File: src/rtl/ahbmtx_l1_input_stage_if.sv
// Bus-side signal bundle for the level-1 matrix input stage: master-facing AHB
// slave port plus the link to the per-port address decoder.
interface ahbmtx_l1_input_stage_if #(
    parameter int unsigned ADDR_W = 32,
    parameter int unsigned MST_W  = 4
);
    // Master-facing AHB slave port
    logic              HSELS;
    logic [ADDR_W-1:0] HADDRS;
    logic [1:0]        HTRANSS;
    logic              HWRITES;
    logic [2:0]        HSIZES;
    logic [2:0]        HBURSTS;
    logic [3:0]        HPROTS;
    logic [MST_W-1:0]  HMASTERS;
    logic              HMASTLOCKS;
    logic              HREADYS;
    logic              HREADYOUTS;
    logic [1:0]        HRESPS;

    // Decoder link
    logic              active_in;
    logic              readyout_in;
    logic [1:0]        resp_in;
    logic              sel_in;
    logic [ADDR_W-1:0] addr_in;
    logic [1:0]        trans_in;
    logic              write_in;
    logic [2:0]        size_in;
    logic [2:0]        burst_in;
    logic [3:0]        prot_in;
    logic [MST_W-1:0]  master_in;
    logic              mastlock_in;
    logic              held_tran_in;

    // Seen from the input stage itself
    modport slave (
        input  HSELS, HADDRS, HTRANSS, HWRITES, HSIZES, HBURSTS, HPROTS,
               HMASTERS, HMASTLOCKS, HREADYS,
               active_in, readyout_in, resp_in,
        output HREADYOUTS, HRESPS,
               sel_in, addr_in, trans_in, write_in, size_in, burst_in,
               prot_in, master_in, mastlock_in, held_tran_in
    );

    // Seen from the environment driving the stage (master plus decoder)
    modport master (
        output HSELS, HADDRS, HTRANSS, HWRITES, HSIZES, HBURSTS, HPROTS,
               HMASTERS, HMASTLOCKS, HREADYS,
               active_in, readyout_in, resp_in,
        input  HREADYOUTS, HRESPS,
               sel_in, addr_in, trans_in, write_in, size_in, burst_in,
               prot_in, master_in, mastlock_in, held_tran_in
    );
endinterface

File: src/rtl/ahbmtx_l1_input_stage.sv
// Level-1 AHB matrix input stage: holds a blocked address phase, replays it to
// the decoder until accepted and merges hold wait states into HREADYOUTS.
module ahbmtx_l1_input_stage #(
    parameter int unsigned ADDR_W = 32,
    parameter int unsigned MST_W  = 4
) (
    input  logic                     HCLK,
    input  logic                     HRESET,
    ahbmtx_l1_input_stage_if.slave   bus
);

    typedef enum logic [1:0] {
        TRANS_IDLE   = 2'b00,
        TRANS_BUSY   = 2'b01,
        TRANS_NONSEQ = 2'b10,
        TRANS_SEQ    = 2'b11
    } htrans_e;

    localparam logic [2:0] BURST_INCR = 3'b001;

    logic              hold_valid;
    logic              data_phase;
    logic [ADDR_W-1:0] hold_addr;
    htrans_e           hold_trans;
    logic              hold_write;
    logic [2:0]        hold_size;
    logic [2:0]        hold_burst;
    logic [3:0]        hold_prot;
    logic [MST_W-1:0]  hold_master;
    logic              hold_mastlock;

    logic new_tran;
    logic load_hold;
    logic rel_hold;
    logic accept;

    assign new_tran  = bus.HSELS & bus.HREADYS & bus.HTRANSS[1];
    assign load_hold = ~hold_valid & new_tran & ~bus.active_in;
    assign rel_hold  =  hold_valid & bus.active_in;
    assign accept    = ~hold_valid & new_tran & bus.active_in;

    always_ff @(posedge HCLK) begin
        if (HRESET) begin
            hold_valid    <= 1'b0;
            data_phase    <= 1'b0;
            hold_addr     <= '0;
            hold_trans    <= TRANS_IDLE;
            hold_write    <= 1'b0;
            hold_size     <= '0;
            hold_burst    <= '0;
            hold_prot     <= '0;
            hold_master   <= '0;
            hold_mastlock <= 1'b0;
        end else begin
            if (load_hold) begin
                hold_valid    <= 1'b1;
                hold_addr     <= bus.HADDRS;
                hold_trans    <= htrans_e'(bus.HTRANSS);
                hold_write    <= bus.HWRITES;
                hold_size     <= bus.HSIZES;
                hold_burst    <= bus.HBURSTS;
                hold_prot     <= bus.HPROTS;
                hold_master   <= bus.HMASTERS;
                hold_mastlock <= bus.HMASTLOCKS;
            end else if (rel_hold) begin
                hold_valid <= 1'b0;
            end

            // An accept or release in the completing cycle keeps the data phase open back-to-back
            if (accept || rel_hold) begin
                data_phase <= 1'b1;
            end else if (bus.readyout_in) begin
                data_phase <= 1'b0;
            end
        end
    end

    always_comb begin
        bus.sel_in       = bus.HSELS;
        bus.addr_in      = bus.HADDRS;
        bus.trans_in     = bus.HTRANSS;
        bus.write_in     = bus.HWRITES;
        bus.size_in      = bus.HSIZES;
        bus.burst_in     = bus.HBURSTS;
        bus.prot_in      = bus.HPROTS;
        bus.master_in    = bus.HMASTERS;
        bus.mastlock_in  = bus.HMASTLOCKS;
        bus.held_tran_in = 1'b0;
        if (hold_valid) begin
            bus.sel_in       = 1'b1;
            bus.addr_in      = hold_addr;
            bus.trans_in     = hold_trans;
            bus.write_in     = hold_write;
            bus.size_in      = hold_size;
            bus.burst_in     = hold_burst;
            bus.prot_in      = hold_prot;
            bus.master_in    = hold_master;
            bus.mastlock_in  = hold_mastlock;
            bus.held_tran_in = 1'b1;
            // A replayed SEQ has lost its burst context downstream, so restart it as INCR
            if (hold_trans == TRANS_SEQ) begin
                bus.trans_in = TRANS_NONSEQ;
                bus.burst_in = BURST_INCR;
            end
        end
    end

    always_comb begin
        bus.HREADYOUTS = 1'b1;
        bus.HRESPS     = 2'b00;
        if (hold_valid) begin
            bus.HREADYOUTS = 1'b0;
        end else if (data_phase) begin
            bus.HREADYOUTS = bus.readyout_in;
            bus.HRESPS     = bus.resp_in;
        end
    end

endmodule

File: src/flat_wrapper.sv
// flat-port wrapper written by rule: the top's interface ports become plain ports
module ahbmtx_l1_input_stage_flat 
#(
    parameter int unsigned ADDR_W = 32,
    parameter int unsigned MST_W  = 4
)
  (HCLK, HRESET, bus_HSELS, bus_HADDRS, bus_HTRANSS, bus_HWRITES, bus_HSIZES, bus_HBURSTS, bus_HPROTS, bus_HMASTERS, bus_HMASTLOCKS, bus_HREADYS, bus_active_in, bus_readyout_in, bus_resp_in, bus_HREADYOUTS, bus_HRESPS, bus_sel_in, bus_addr_in, bus_trans_in, bus_write_in, bus_size_in, bus_burst_in, bus_prot_in, bus_master_in, bus_mastlock_in, bus_held_tran_in);
  ahbmtx_l1_input_stage_if #(.ADDR_W(ADDR_W), .MST_W(MST_W)) bus_i ();
  input  logic HCLK;
  input  logic HRESET;
  input wire logic [$bits(bus_i.HSELS)-1:0] bus_HSELS;
  input wire logic [$bits(bus_i.HADDRS)-1:0] bus_HADDRS;
  input wire logic [$bits(bus_i.HTRANSS)-1:0] bus_HTRANSS;
  input wire logic [$bits(bus_i.HWRITES)-1:0] bus_HWRITES;
  input wire logic [$bits(bus_i.HSIZES)-1:0] bus_HSIZES;
  input wire logic [$bits(bus_i.HBURSTS)-1:0] bus_HBURSTS;
  input wire logic [$bits(bus_i.HPROTS)-1:0] bus_HPROTS;
  input wire logic [$bits(bus_i.HMASTERS)-1:0] bus_HMASTERS;
  input wire logic [$bits(bus_i.HMASTLOCKS)-1:0] bus_HMASTLOCKS;
  input wire logic [$bits(bus_i.HREADYS)-1:0] bus_HREADYS;
  input wire logic [$bits(bus_i.active_in)-1:0] bus_active_in;
  input wire logic [$bits(bus_i.readyout_in)-1:0] bus_readyout_in;
  input wire logic [$bits(bus_i.resp_in)-1:0] bus_resp_in;
  output wire logic [$bits(bus_i.HREADYOUTS)-1:0] bus_HREADYOUTS;
  output wire logic [$bits(bus_i.HRESPS)-1:0] bus_HRESPS;
  output wire logic [$bits(bus_i.sel_in)-1:0] bus_sel_in;
  output wire logic [$bits(bus_i.addr_in)-1:0] bus_addr_in;
  output wire logic [$bits(bus_i.trans_in)-1:0] bus_trans_in;
  output wire logic [$bits(bus_i.write_in)-1:0] bus_write_in;
  output wire logic [$bits(bus_i.size_in)-1:0] bus_size_in;
  output wire logic [$bits(bus_i.burst_in)-1:0] bus_burst_in;
  output wire logic [$bits(bus_i.prot_in)-1:0] bus_prot_in;
  output wire logic [$bits(bus_i.master_in)-1:0] bus_master_in;
  output wire logic [$bits(bus_i.mastlock_in)-1:0] bus_mastlock_in;
  output wire logic [$bits(bus_i.held_tran_in)-1:0] bus_held_tran_in;
  assign bus_i.HSELS = bus_HSELS;
  assign bus_i.HADDRS = bus_HADDRS;
  assign bus_i.HTRANSS = bus_HTRANSS;
  assign bus_i.HWRITES = bus_HWRITES;
  assign bus_i.HSIZES = bus_HSIZES;
  assign bus_i.HBURSTS = bus_HBURSTS;
  assign bus_i.HPROTS = bus_HPROTS;
  assign bus_i.HMASTERS = bus_HMASTERS;
  assign bus_i.HMASTLOCKS = bus_HMASTLOCKS;
  assign bus_i.HREADYS = bus_HREADYS;
  assign bus_i.active_in = bus_active_in;
  assign bus_i.readyout_in = bus_readyout_in;
  assign bus_i.resp_in = bus_resp_in;
  assign bus_HREADYOUTS = bus_i.HREADYOUTS;
  assign bus_HRESPS = bus_i.HRESPS;
  assign bus_sel_in = bus_i.sel_in;
  assign bus_addr_in = bus_i.addr_in;
  assign bus_trans_in = bus_i.trans_in;
  assign bus_write_in = bus_i.write_in;
  assign bus_size_in = bus_i.size_in;
  assign bus_burst_in = bus_i.burst_in;
  assign bus_prot_in = bus_i.prot_in;
  assign bus_master_in = bus_i.master_in;
  assign bus_mastlock_in = bus_i.mastlock_in;
  assign bus_held_tran_in = bus_i.held_tran_in;
  ahbmtx_l1_input_stage #(.ADDR_W(ADDR_W), .MST_W(MST_W)) u_core (.HCLK(HCLK), .HRESET(HRESET), .bus(bus_i));
endmodule
File: config.mk
export PLATFORM = sky130hd
export DESIGN_NAME = ahbmtx_l1_input_stage_flat
export DESIGN_NICKNAME = d
export VERILOG_FILES = /design/src/rtl/ahbmtx_l1_input_stage_if.sv /design/src/rtl/ahbmtx_l1_input_stage.sv /design/src/flat_wrapper.sv
export SDC_FILE = /design/constraint.sdc
export NUM_CORES = 1
export LEC_CHECK = 0
export ABC_AREA = 1
export CAP_MARGIN = 20
export CORE_MARGIN = 2
export CORE_UTILIZATION = 41
export DETAILED_ROUTE_END_ITERATION = 10
export GPL_TIMING_DRIVEN = 0
export PLACE_DENSITY_LB_ADDON = 0.15
export SYNTH_ARGS = -nofsm -noshare
export SYNTH_HDL_FRONTEND = slang
export SYNTH_SLANG_ARGS = --single-unit
File: constraint.sdc
create_clock -name HCLK -period 1.25 [get_ports HCLK]
set_clock_uncertainty 0.2 [all_clocks]
set_input_delay 0.3125 -clock HCLK [delete_from_list [all_inputs] [get_ports HCLK]]
set_output_delay 0.3125 -clock HCLK [all_outputs]
set_load 0.02 [all_outputs]
==> results_dict.tcl <==
set metrics [dict create \
    cts.hold.buffers_added 0 \
    grt_pass1_vias 3573 \
    final_cells 791 \
    die-area_sq_um 8360 \
    place_hpwl_microns 6430 \
    io_buffers 112 \
    synth_seq_cells 52 \
    ios 113 \
    post-route-period-util_pct 148 \
    initial_utilization_pct 42.8 \
    pwr_density_cell_nw_per_um2 757 \
    yosysWarnings 0 \
    rr_worst_depth 8 \
    final_net_count 749 \
    worstPathRequired_ns 0.74 \
    wire_per_inst_microns 13.4 \
    grt_overflow 0 \
    path_cells "buf_12, clkbuf_16, a31oi_4, buf_6" \
    diodes 0 \
    peakVddDrop_mv 0.483 \
    drive_above_1_share_pct 39.7 \
    clock_sinks 52 \
    most-common-layout-cells "inv_1, buf_6, nand2_1" \
    end_kind "output pin" \
    syn_inst 551 \
    p_comb_share_pct 29.6 \
    criticalPathCategory "register to output pin" \
    leakagePower_nw 2.89 \
    antenna_found_initial 0 \
    status "finished with violations" \
    drtIter0Drc 149 \
    violations "setup timing" \
    p_sw_share_pct 29.4 \
    p_sw_mw 1.27 \
    fin_crit_ns 1.85 \
    dp_cells 762 \
    r2r-start "u_core.hold_valid" \
    hold_violations 0 \
    grt_pass1_wl_microns 16400 \
    routed_wl_microns 10600 \
    path_clk_slew_ns 0.10 \
    fmax_ghz 0.539 \
    ys_types 18 \
    grt_setup_unrepaired "true" \
    cap_violations 0 \
    avgSynthCellArea_sq_um 5.69 \
    crit_path_top_delay_cell "dfxtp_4" \
    p_int_mw 3.06 \
    cts_buffer_depth 2 \
    synth-seq-area-share_pct 33.2 \
    drtAntennaViolNets 0 \
    max_stage_delay_ns 0.41 \
    critical_path_arrival_ns 1.34 \
    crit_cells 4 \
    min_from "u_core.hold_addr[23]" \
    rr_endpoint "u_core.hold_addr[7]" \
    root_buffer "clkbuf_8" \
    min_to "u_core.hold_addr[23]" \
    grt_use_total_pct 23.7 \
    fp.dieW_microns 91.5 \
    fp.dieH_microns 91.5 \
    hold_class "register to register" \
    crit_path_start_kind "register" \
    setup_viol 107 \
    gp_congestion 0.815 \
    slew_viol_final 0 \
    coreArea_sq_um 7330 \
    r2r_slack_ns -0.40 \
    cp_top_family "buffers and inverters" \
    via_per_inst 4.73 \
    cts_tree "built" \
    grt_max_degree 16 \
    route.detailed.drc 0 \
    num_vias 3741 \
    firstDrtPassIters 4 \
    num_rows 31 \
    synthesis.nets 609 \
    cts_made_buffers 5 \
    mostFrequentLayoutCell "inv_1" \
    holdPathStages 4 \
    h-tree-depth 2 \
    worstMarginPinSlew_ns 0.515 \
    syn_to_final_growth_pct 82.5 \
    seqPwrFrac_pct 40.7 \
    relSlewSlack_pct 65.7 \
    p_clk_share_pct 29.7 \
    fin_ws_ns -0.605 \
    power_mw 4.33 \
    syn-cell-area_sq_um 3140 \
    cp_max_fo 8 \
    clkLatencyLatePin_ns 0.30 \
    critPathBufInv 3 \
]
[routing by layer]
metal	global-route usage, %	wire, microns
met5	0	0
met2	40.3	5330
met3	4.40	675
met1	30.4	4430
met4	7.07	186
[state kept, by name, summed over array words and instances (netlist names), 2 cells and up]
| register | cells |
|---|---|
| u_core.hold_burst | 3 |
| u_core.hold_prot | 4 |
| u_core.hold_addr | 32 |
| u_core.hold_size | 3 |
| u_core.hold_master | 4 |
| u_core.hold_trans | 2 |
[tightest hold or removal path, stage by stage (launching register included)]
cell	delay (ns)
dfxtp_1	0.32
inv_1	0.05
nand2_1	0.04
inv_1	0.05
nor2_1	0.03
[metrics by stage]
step	cell area [sq um]	util [%]	hold slack [ns]	worst slack [ns]	setup TNS, ns
floorplan	3510	-	0.182	-0.176	-12.21
global placement	4750	64.9	0.294	-0.902	-79.45
detailed placement	4750	64.9	0.294	-0.909	-78.59
CTS	5480	74.7	0.318	-0.600	-45.52
global route	5720	78.1	0.347	-0.645	-54.58
finish	5720	78.1	0.320	-0.605	-48.11
[cell usage after synthesis]
cell type	number	share of area, %
nor2_4	1	0.36
o21ai_0	50	8.0
nand2_1	149	18
buf_6	6	2.2
dfxtp_1	52	33
buf_4	1	0.24
a21oi_1	3	0.48
a31oi_1	1	0.20
nor2_2	1	0.20
inv_1	153	18
nand3_4	1	0.56
clkinv_1	2	0.24
nor2_1	54	6.5
clkbuf_1	8	0.96
or2_2	1	0.20
buf_1	6	0.72
nand3_1	52	8.3
buf_2	10	1.6
[worst max-delay path by stage]
stage	endpoint	slack, ns	startpoint
3_3_place_gp	bus_burst_in[0]	-0.90	bus_HBURSTS[0]
4_1_cts	bus_mastlock_in	-0.60	u_core.hold_valid
3_5_place_dp	bus_burst_in[0]	-0.91	bus_HBURSTS[0]
5_1_grt	bus_burst_in[0]	-0.65	u_core.hold_valid
6_report	bus_burst_in[0]	-0.60	u_core.hold_valid
2_1_floorplan	bus_burst_in[0]	-0.18	u_core.hold_valid
[logic make-up after synthesis]
family,share of synthesized area (%)
flip-flops,33.2
buffers and inverters,24.2
AND/OR/NAND/NOR,33.9
AO/OA/AOI/OAI,8.66
[power by group through the flow]
stage	Sequential (mW)	Clock, mW	Combinational, mW
after floorplan	1.78	0	0.603
after global placement	1.78	0	1.07
after detailed placement	1.78	0	1.08
after CTS	1.75	1.28	1.23
after global routing	1.77	1.35	1.38
final	1.76	1.29	1.28
[layout make-up]
cell class / count / area [sq um]
Inverter: 155 / 583
Buffer: 31 / 329
Multi-Input combinational cell: 314 / 2030
Clock buffer: 7 / 96.3
Fill cell: 483 / 1610
Clock inverter: 1 / 30.0
Timing Repair Buffer: 132 / 1480
Tap cell: 99 / 124
Sequential cell: 52 / 1040
[what timing repair did]
action                                  4_1_cts  5_1_grt
resized for setup                           447       56
buffers inserted                              6        0
pin swaps                                    59       14
gates cloned                                 12        3
endpoints found under the setup margin      107      107
No activity file was read; power rests on OpenSTA's default activity.
